==> config.mk <==
export PLATFORM = sky130hd
export DESIGN_NAME = id_issue_buffer
export DESIGN_NICKNAME = d
export VERILOG_FILES = /design/src/rtl/id_pkg.sv /design/src/rtl/reg_use_decode.sv /design/src/rtl/id_issue_buffer.sv
export SDC_FILE = /design/constraint.sdc
export NUM_CORES = 1
export LEC_CHECK = 0
export BUFFER_PORTS_ARGS = -buffer_cell sky130_fd_sc_hd__buf_2
export CAP_MARGIN = 20
export CORE_MARGIN = 2
export CORE_UTILIZATION = 50
export DETAILED_ROUTE_END_ITERATION = 16
export GPL_TIMING_DRIVEN = 1
export PLACE_DENSITY = 0.69
export SYNTH_ARGS = -nofsm -noshare
export SYNTH_HDL_FRONTEND = slang
export SYNTH_SLANG_ARGS = --single-unit
==> constraint.sdc <==
create_clock -name clk -period 10.7 [get_ports clk]
set_input_delay 1.07 -clock clk [delete_from_list [all_inputs] [get_ports clk]]
set_output_delay 1.07 -clock clk [all_outputs]
set_load 0.02 [all_outputs]
==> src/rtl/id_pkg.sv <==
// Shared decode constants and the register-usage record for the ID issue buffer.
package id_pkg;

    localparam logic [5:0] OP_SPECIAL = 6'h00;
    localparam logic [5:0] OP_REGIMM  = 6'h01;
    localparam logic [5:0] OP_J       = 6'h02;
    localparam logic [5:0] OP_JAL     = 6'h03;
    localparam logic [5:0] OP_BEQ     = 6'h04;
    localparam logic [5:0] OP_BNE     = 6'h05;
    localparam logic [5:0] OP_BLEZ    = 6'h06;
    localparam logic [5:0] OP_BGTZ    = 6'h07;
    localparam logic [5:0] OP_LW      = 6'h23;
    localparam logic [5:0] OP_SW      = 6'h2B;

    localparam logic [5:0] FN_JR      = 6'h08;
    localparam logic [5:0] FN_JALR    = 6'h09;

    localparam logic [4:0] REG_ZERO   = 5'd0;
    localparam logic [4:0] REG_RA     = 5'd31;

    typedef struct packed {
        logic       uses_rs;
        logic       uses_rt;
        logic       regwrite;
        logic [4:0] dest;
    } reg_use_t;

endpackage

==> src/rtl/reg_use_decode.sv <==
// Combinational extraction of source/destination register usage from a MIPS-I instruction.
module reg_use_decode
    import id_pkg::*;
(
    input  logic [31:0] instr,
    output reg_use_t    use_o
);

    logic [5:0] opcode;
    logic [5:0] funct;
    logic [4:0] rt;
    logic [4:0] rd;

    assign opcode = instr[31:26];
    assign funct  = instr[5:0];
    assign rt     = instr[20:16];
    assign rd     = instr[15:11];

    always_comb begin
        use_o = '0;
        if (opcode == OP_SPECIAL) begin
            use_o.uses_rs = 1'b1;
            if (funct == FN_JR) begin
                use_o.regwrite = 1'b0;
            end else if (funct == FN_JALR) begin
                use_o.regwrite = 1'b1;
                use_o.dest     = rd;
            end else begin
                use_o.uses_rt  = 1'b1;
                use_o.regwrite = 1'b1;
                use_o.dest     = rd;
            end
        end else if (opcode == OP_REGIMM) begin
            use_o.uses_rs = 1'b1;
            // BLTZAL/BGEZAL link into r31
            if (rt[4]) begin
                use_o.regwrite = 1'b1;
                use_o.dest     = REG_RA;
            end
        end else if (opcode == OP_JAL) begin
            use_o.regwrite = 1'b1;
            use_o.dest     = REG_RA;
        end else if (opcode == OP_BEQ || opcode == OP_BNE) begin
            use_o.uses_rs = 1'b1;
            use_o.uses_rt = 1'b1;
        end else if (opcode == OP_BLEZ || opcode == OP_BGTZ) begin
            use_o.uses_rs = 1'b1;
        end else if (opcode[5:3] == 3'b001 || opcode[5:3] == 3'b100) begin
            // I-type ALU and loads (OP_LW included) write rt
            use_o.uses_rs  = 1'b1;
            use_o.regwrite = 1'b1;
            use_o.dest     = rt;
        end else if (opcode[5:3] == 3'b101) begin
            // stores (OP_SW included)
            use_o.uses_rs = 1'b1;
            use_o.uses_rt = 1'b1;
        end
    end

endmodule

==> src/rtl/id_issue_buffer.sv <==
// IF->ID instruction buffer with a per-register pending-write scoreboard gating issue.
// Optional macro ID_WB_BYPASS_EN lets a source clear in the same cycle as its final WB write.
module id_issue_buffer
    import id_pkg::*;
#(
    parameter int unsigned DEPTH = 4,
    parameter int unsigned CNT_W = 2,
    parameter int unsigned PTR_W = $clog2(DEPTH)
) (
    input  logic             clk,
    input  logic             rst,
    input  logic             in_valid,
    output logic             in_ready,
    input  logic [31:0]      in_instr,
    input  logic [31:0]      in_pc,
    output logic             out_valid,
    input  logic             out_ready,
    output logic [31:0]      out_instr,
    output logic [31:0]      out_pc,
    output logic [4:0]       out_rs,
    output logic [4:0]       out_rt,
    output logic [4:0]       out_dest,
    output logic             out_regwrite,
    input  logic             wb_valid,
    input  logic [4:0]       wb_addr,
    input  logic             flush,
    input  logic             except_flush,
    output logic [PTR_W:0]   count,
    output logic             stall_hazard,
    output logic             sb_err
);

    localparam logic [CNT_W-1:0] CntMax   = '1;
    localparam logic [CNT_W-1:0] CntOne   = CNT_W'(1);
    localparam logic [PTR_W-1:0] PtrOne   = PTR_W'(1);
    localparam logic [PTR_W:0]   CountOne = (PTR_W + 1)'(1);
    localparam logic [PTR_W:0]   DepthC   = (PTR_W + 1)'(DEPTH);

    logic [31:0]      instr_mem [DEPTH];
    logic [31:0]      pc_mem    [DEPTH];
    logic [PTR_W-1:0] rd_ptr_q, rd_ptr_d, wr_ptr_q, wr_ptr_d;
    logic [PTR_W:0]   count_q, count_d;
    logic [CNT_W-1:0] cnt_q [32];
    logic [CNT_W-1:0] cnt_d [32];
    logic             sb_err_q, sb_err_d;

    reg_use_t head_use;
    logic     rs_busy, rt_busy, dest_full, hazard;
    logic     push, pop, inc, dec;

    assign out_instr = instr_mem[rd_ptr_q];
    assign out_pc    = pc_mem[rd_ptr_q];
    assign out_rs    = out_instr[25:21];
    assign out_rt    = out_instr[20:16];

    reg_use_decode u_reg_use_decode (
        .instr (out_instr),
        .use_o (head_use)
    );

    assign out_dest     = head_use.dest;
    assign out_regwrite = head_use.regwrite;

    always_comb begin
        rs_busy = head_use.uses_rs && (out_rs != REG_ZERO) && (cnt_q[out_rs] != '0);
        rt_busy = head_use.uses_rt && (out_rt != REG_ZERO) && (cnt_q[out_rt] != '0);
`ifdef ID_WB_BYPASS_EN
        // Last outstanding write lands this cycle; the regfile forwards it.
        if (wb_valid && wb_addr == out_rs && cnt_q[out_rs] == CntOne) rs_busy = 1'b0;
        if (wb_valid && wb_addr == out_rt && cnt_q[out_rt] == CntOne) rt_busy = 1'b0;
`endif
        dest_full = head_use.regwrite && (out_dest != REG_ZERO) && (cnt_q[out_dest] == CntMax);
        hazard    = rs_busy || rt_busy || dest_full;
    end

    assign count        = count_q;
    assign sb_err       = sb_err_q;
    assign in_ready     = (count_q < DepthC);
    assign out_valid    = (count_q != '0) && !hazard && !flush && !except_flush;
    assign stall_hazard = (count_q != '0) && hazard;

    assign push = in_valid && in_ready && !flush && !except_flush;
    assign pop  = out_valid && out_ready;
    assign inc  = pop && head_use.regwrite && (out_dest != REG_ZERO);
    assign dec  = wb_valid && (wb_addr != REG_ZERO) && (cnt_q[wb_addr] != '0);

    always_comb begin
        rd_ptr_d = rd_ptr_q;
        wr_ptr_d = wr_ptr_q;
        count_d  = count_q;
        sb_err_d = sb_err_q;
        cnt_d    = cnt_q;
        if (except_flush) begin
            rd_ptr_d = '0;
            wr_ptr_d = '0;
            count_d  = '0;
            for (int r = 0; r < 32; r++) cnt_d[r] = '0;
        end else if (flush) begin
            rd_ptr_d = '0;
            wr_ptr_d = '0;
            count_d  = '0;
        end else begin
            if (push) wr_ptr_d = wr_ptr_q + PtrOne;
            if (pop)  rd_ptr_d = rd_ptr_q + PtrOne;
            if (push && !pop) count_d = count_q + CountOne;
            if (pop && !push) count_d = count_q - CountOne;
            if (wb_valid && wb_addr != REG_ZERO && cnt_q[wb_addr] == '0) sb_err_d = 1'b1;
            for (int r = 1; r < 32; r++) begin
                if ((inc && out_dest == 5'(r)) && !(dec && wb_addr == 5'(r))) begin
                    cnt_d[r] = cnt_q[r] + CntOne;
                end else if (!(inc && out_dest == 5'(r)) && (dec && wb_addr == 5'(r))) begin
                    cnt_d[r] = cnt_q[r] - CntOne;
                end
            end
            cnt_d[0] = '0;
        end
    end

    always_ff @(posedge clk or negedge rst) begin
        if (!rst) begin
            rd_ptr_q <= '0;
            wr_ptr_q <= '0;
            count_q  <= '0;
            sb_err_q <= 1'b0;
            for (int r = 0; r < 32; r++) cnt_q[r] <= '0;
        end else begin
            rd_ptr_q <= rd_ptr_d;
            wr_ptr_q <= wr_ptr_d;
            count_q  <= count_d;
            sb_err_q <= sb_err_d;
            cnt_q    <= cnt_d;
        end
    end

    // Payload storage needs no reset; occupancy qualifies every read.
    always_ff @(posedge clk) begin
        if (push) begin
            instr_mem[wr_ptr_q] <= in_instr;
            pc_mem[wr_ptr_q]    <= in_pc;
        end
    end

endmodule

### After elaboration in Yosys (flattened, before gate mapping)

Memories as Yosys holds them, arrays and structs flattened.
Cells that the tools add are included.

* output and inout port bits: 87
* logic and storage cells: 590
* bits in writable memories: 256
* register bits: 72
* memories: 2

Memories
* instr_mem: depth 4, width 32, rd ports 1, clocked after Yosys merged registers in 0, write ports 1, line id_issue_buffer.sv:39 `logic [31:0] instr_mem [DEPTH];`
* pc_mem: depth 4, width 32, rd ports 1, clocked after Yosys merged registers in 0, write ports 1, line id_issue_buffer.sv:40 `logic [31:0] pc_mem [DEPTH];`

* bitwise operators: 6
* $add $sub $neg: 66
* multiplexer cells: 107
* reduce and logical (&&, ||, !) cells: 293
* magnitude comparators: 5
* equal/unequal tests: 75

Operator list (count)
* $eq A5 B5 Y1 const B: 32
* $mux W2: 79
* $logic_and A1 B1 Y1: 145
* $mux W64: 2
* $reduce_bool A3 Y1: 34
* $eq A5 B4 Y1 const B: 16
* $logic_not A1 Y1: 67
* $add A2 B1 Y2 const B: 33
* $reduce_and A2 Y1: 31
* $sub A2 B1 Y2 const B: 31
* $bmux W2 S5: 4
* $eq A5 B3 Y1 const B: 8
* $mux W6: 5
* $eq A6 B3 Y1 const B: 4
* $ge A6 B6 Y1 const B: 4
* $not A5 Y6: 4
* $eq A5 B2 Y1 const B: 4
* $reduce_bool A5 Y1: 4
* $eq A6 B4 Y1 const B: 2
* $mux W3: 4
* $eq A5 B1 Y1 const B: 2
* $mux W1: 10
* $mux W8: 1
* $mux W7: 1
* other kinds (17): 25

### Logic depth before layout (Yosys ltp)

An unclocked memory read counts as a cell.

* depth after elaboration: 30
* mapped depth: 20
* gate-level depth less buffers: 14

### Modules after synthesis

Synthesis repeated with hierarchy kept, for this count alone.

* cells, all modules: 1154
* area total of the unflattened synthesis: 16153.0 µm²

By module, submodules not included
* id_issue_buffer: area an instance 15992.8 µm², cells an instance 1135, instances 1
* reg_use_decode: area an instance 160.2 µm², cells an instance 19, instances 1

### Least setup slack after synthesis

Ideal clock, no wire load.

* kind: register -> output
* start: register rd_ptr_q[0]
* end: output port stall_hazard
* path slack: 5.481 ns
* stages on the path, launching flop included: 15
* buffers on the path: 5
* required time: 9.630 ns
* arrival time: 4.149 ns
* cell sequence: dfrtp_1 > buf_2 > buf_6 > mux4_2 > or4_1 > buf_2 > a2111oi_4 > o211a_2 > o21ai_1 > a211o_1 > a2111oi_4 > buf_4 > buf_2 > nor2_1 > a21oi_1

* elaborated cells on any way between the ends: 62
* classes of those cells: eq/ne: 12; mux: 28; bitwise: 3; reduce/logical: 18; memory: 1

RTL lines
* start: declaration: line id_issue_buffer.sv:41 `logic [PTR_W-1:0] rd_ptr_q, rd_ptr_d, wr_ptr_q, wr_ptr_d;`
* start signal: assignment: line id_issue_buffer.sv:127 `rd_ptr_q <= rd_ptr_d;`
* $mem_v2 Z4 W32 (*)
* via out_instr[28]: line id_issue_buffer.sv:18 `output logic [31:0] out_instr,`
* $eq A6 B3 Y1: line reg_use_decode.sv:46 `end else if (opcode == OP_BLEZ || opcode == OP_BGTZ) begin`
* $logic_or A1 B1 Y1: line reg_use_decode.sv:46
* $mux W7: line reg_use_decode.sv:46
* $mux W6: line reg_use_decode.sv:43 `end else if (opcode == OP_BEQ || opcode == OP_BNE) begin`
* $mux W6: line reg_use_decode.sv:40 `end else if (opcode == OP_JAL) begin`
* $mux W6: line reg_use_decode.sv:33 `end else if (opcode == OP_REGIMM) begin`
* $mux W8 (*): line reg_use_decode.sv:21 `if (opcode == OP_SPECIAL) begin`
* via out_dest[0]: line id_issue_buffer.sv:22 `output logic [4:0] out_dest,`
* $not A5 Y6 (implied by the code): line id_issue_buffer.sv:72 `dest_full = head_use.regwrite && (out_dest != REG_ZERO) && (cnt_q[out_dest] == CntMax);`
* $bmux W2 S5: line id_issue_buffer.sv:72
* $mux W2 (implied by the code) (2 in series): line id_issue_buffer.sv:72
* $eq A2 B2 Y1: line id_issue_buffer.sv:72
* $logic_and A1 B1 Y1 (*): line id_issue_buffer.sv:72
* $logic_or A1 B1 Y1 (*): line id_issue_buffer.sv:73 `hazard = rs_busy || rt_busy || dest_full;`
* $logic_and A1 B1 Y1 (*): line id_issue_buffer.sv:80 `assign stall_hazard = (count_q != '0) && hazard;`
* end: declaration: line id_issue_buffer.sv:29 `output logic stall_hazard,`

The timed path passes the listed nets; every way through them passes the cells marked *. The select of a mux whose other input is x is not followed.

### Worst setup path in the final report

* start: register rd_ptr_q[0]
* end: output port stall_hazard

* longest elaborated chain between the ends: 17
* elaborated cells on any way between the ends: 62
* classes of those cells: eq/ne: 12; mux: 28; bitwise: 3; reduce/logical: 18; memory: 1

Ends and longest elaborated chain
* $mem_v2 Z4 W32 (*)
* $eq A3 B1 Y1 or $eq A3 B3 Y1 (tied branches): line reg_use_decode.sv:48 `end else if (opcode[5:3] == 3'b001 || opcode[5:3] == 3'b100) begin`
* $logic_or A1 B1 Y1: line reg_use_decode.sv:48
* $mux W6: line reg_use_decode.sv:48
* $mux W7: line reg_use_decode.sv:46
* $mux W6: line reg_use_decode.sv:43
* $mux W6: line reg_use_decode.sv:40
* $mux W6: line reg_use_decode.sv:33
* $mux W8: line reg_use_decode.sv:21
* $not A5 Y6 (implied by the code): line id_issue_buffer.sv:72
* $bmux W2 S5: line id_issue_buffer.sv:72
* $mux W2 (implied by the code) (2 in series): line id_issue_buffer.sv:72
* $eq A2 B2 Y1: line id_issue_buffer.sv:72
* $logic_and A1 B1 Y1: line id_issue_buffer.sv:72
* $logic_or A1 B1 Y1 (*): line id_issue_buffer.sv:73
* $logic_and A1 B1 Y1 (*): line id_issue_buffer.sv:80

Every way passes the cells marked *; elsewhere a longest branch is shown, timed or not. The select of a mux whose other input is x is not followed.

==> metrics.txt <==
die outline height=183 µm; number of gates resized after cts=0; Mean Syn Cell Area=13.6 µm²; Peak Freq=133 MHz; Hold Buf Count CTS=0; number of nets in the final layout=1,377; Synth Area in Adders=0.00518; part of the total power dissipated in the clock network=0.434; average detailed-routed wire length per instance=24.3 µm; Synth Warn #=0; Internal=0.00211 W; first-pass detailed-route iteration total=5; fraction of the mapped netlist area in compound gates=0.0926; Final Hold Viols=0; initial antenna violation count=6; CTS tree=done; switching part of the total=0.217; critical path peak fanout=46; final worst hold slack=0.468 ns; total clock sinks=326; required time at the endpoint of the critical path=9.63 ns; number of vias per cell after detailed routing=6.23; placeable core region=31,500 µm²; synthesized-area fraction occupied by xor and xnor cells=0.00165; Clock Tree Buf Depth=3; multiplexer share of the synthesized area=0.159; area of all placed cells without fillers=18,100 µm²; # Post-CTS Setup Buffers=0; Port-buffer cells=162; max capacitance violation total=0; Setup TNS=0 ns; category of the worst setup path capture point=output port; effective utilization at floorplan=0.507; Post-synth EDFFs=256; grt ovf=0; gr usage total=0.254; worst relative slew slack=0.332; vias in the first global route=10,500; min-delay worst type=reg2reg; sequential element share of the synthesized area=0.592; post-synthesis simple-gate area fraction=0.120; Finish-stage setup viols=0; I/O pin total=163; total placed instance area=17,000 µm²; commonest non-fill, non-tap cell in the layout=edfxtp_1; clock edge transition at the registers on the reported setup and hold paths=0.07 ns; result of the run=finished clean; start-to-end type of the worst setup path=reg2out; post-synthesis to final-layout area growth=13.4%; part of the power in registers=0.514; Via Count=10,800; worst path arrival time=6.43 ns; critical path launch point type=flop; final critical-path share of the clock period=0.701; first-pass GRT wire length=63.7 mm; Pwr per Cell Area=149 nW/µm²; top library cells by usage in the layout, fill and taps aside=edfxtp_1, buf_2, nor2_1; Routed Wire Length=42.0 mm; final cell count without fillers=1,727; max-slew violations=0; synthesized area=15,900 µm²; Final WS setup=3.20 ns; number of filler cells placed in the layout=2,472; remaining number of nets flagged by the antenna check after routing=0; maximum number of pins on one net before global-route repair=93; time the worst path needs with I/O delays and setup=7.50 ns; net switching power=0.000584 W; peak supply drop=0.164 mV; power share of the combinational group=0.052; fraction of synthesis flops using an asynchronous set or reset pin=0.215; maximum level of the CTS H-tree=2; DRC violations left=0; Leakage=6.13 nW; HPWL Detailed=28.3 mm; Post-Synthesis Cells=1,170; Num CTS Buffers=34; Clock Latency Late Sink=0.53 ns; RSZ-0062 raised after global routing=false; predominant post-synthesis flop cell=edfxtp_1; total of flip-flops plus latches after synthesis=326; number of placed cells counting well taps=1,661; initial drt markers=1,112; Die W=183 µm; dpl ws=3.76 ns; row count=65; distinct cell type count after synthesis=75; Die Footprint=33,300 µm²; worst slew pin tran=1.00 ns; Final Wtd Congestion=0.978; root cell of the clock tree=clkbuf_16; fraction of final layout cells with drive strength greater than 1=0.256; setup skew after layout=0.0101 ns; largest family of logic cells by synthesized area=multiplexers; Post-Synthesis Net Count=1,252
## critical path, stage by stage (launching register included)
cell and delay (ns):
dfrtp_4 0.71, buf_4 0.77, mux4_2 0.67, nor4_2 0.84, a221oi_1 0.42, nor2_1 0.69
inv_2 0.20, nand3b_1 0.23, o31ai_2 0.13, a2111oi_4 0.32, buf_4 0.38, nor2_1 0.12
a21oi_1 0.18, buf_2 0.18
## per-stage QoR
step,util,total power (W)
6_report,0.575,0.00269
5_1_grt,0.574,0.00278
4_1_cts,0.574,0.00272
3_5_place_dp,0.540,0.00155
3_3_place_gp,0.540,0.00155
2_1_floorplan,-,0.00149
## cells in the mapped netlist, drive strengths merged (5+ instances only)
library cell	instances	area share
a2111oi	5	0.0063
a211oi	13	0.0061
a21oi	57	0.018
a221oi	6	0.0033
a31oi	9	0.0035
and2	14	0.0055
and3	6	0.0024
buf	38	0.014
clkbuf	47	0.011
dfrtp	70	0.11
edfxtp	256	0.48
ha	5	0.0039
inv	16	0.0038
mux2	36	0.025
mux2i	29	0.018
mux4	82	0.12
nand2	52	0.012
nand2b	11	0.0043
nand3	9	0.0028
nand4	13	0.0051
nor2	127	0.030
nor2b	32	0.013
nor3	47	0.015
nor4	12	0.0059
o211ai	6	0.0028
o21a	9	0.0042
o21ai	23	0.0072
o22ai	7	0.0027
o31a	11	0.0060
o31ai	20	0.0097
o41ai	6	0.0033
or2	10	0.0039
or3	33	0.013
## final timing paths
check / to / start / slack [ns] / depth (start not counted)
worst max-delay path: stall_hazard / rd_ptr_q[0]$_DFFE_PN0P_ / 3.20 / 13
worst min-delay path: sb_err$_DFFE_PN0P_ / sb_err$_DFFE_PN0P_ / 0.47 / 1
worst max register to register: count[2]$_DFFE_PN0P_ / rd_ptr_q[0]$_DFFE_PN0P_ / 3.73 / 16
worst min register to register: sb_err$_DFFE_PN0P_ / sb_err$_DFFE_PN0P_ / 0.47 / 1
max in group asynchronous: rd_ptr_q[1]$_DFFE_PN0P_ / rst / 9.02 / 2
min in group asynchronous: cnt_q[4]$_DFFE_PN0P_ / rst / 0.52 / 1
## cell families after synthesis
logic type,after synthesis
AOI/OAI and AO/OA,206
xor gates and xnor gates,3
adders and majority gates,6
buffers and inverters,101
DFF,326
muxes,147
and+or+nand+nor,381
## metal layers
metal	part of all wire	vias up	GRT usage	routed length, µm
met1	0.41	5357	0.346	17200
met3	0.099	92	0.0810	4150
li1	-	4835	-	-
met5	0.00050	-	0.00296	21
met4	0.035	4	0.0965	1480
met2	0.46	469	0.383	19100
## cell type report
cell class                      instances  area [µm²]  share of cell area
Timing Repair Buffer                  174         901              0.0498
Clock buffer                           48         933              0.0516
Inverter                               16        60.1             0.00332
Clock inverter                         13         161             0.00892
Antenna cell                            5        12.5            0.000692
Sequential cell                       326        9440               0.522
Tap cell                              402         503              0.0278
Multi-Input combinational cell        743        6080               0.336
## sequential cells by signal (all words and copies together), names as in the netlist
register and cells:
pc_mem 128, count 3, cnt_q 62, rd_ptr_q 2
wr_ptr_q 2, sb_err 1, instr_mem 128
## power by group through the flow
stage	clock network, W	logic (W)	registers [W]
after detailed placement	0	0.000139	0.00141
after global placement	0	0.000136	0.00141
after CTS	0.00119	0.000139	0.00138
final	0.00117	0.000140	0.00138
after global routing	0.00124	0.000151	0.00138
after floorplan	0	0.0000772	0.00141
(Power assumes the default switching activity.)
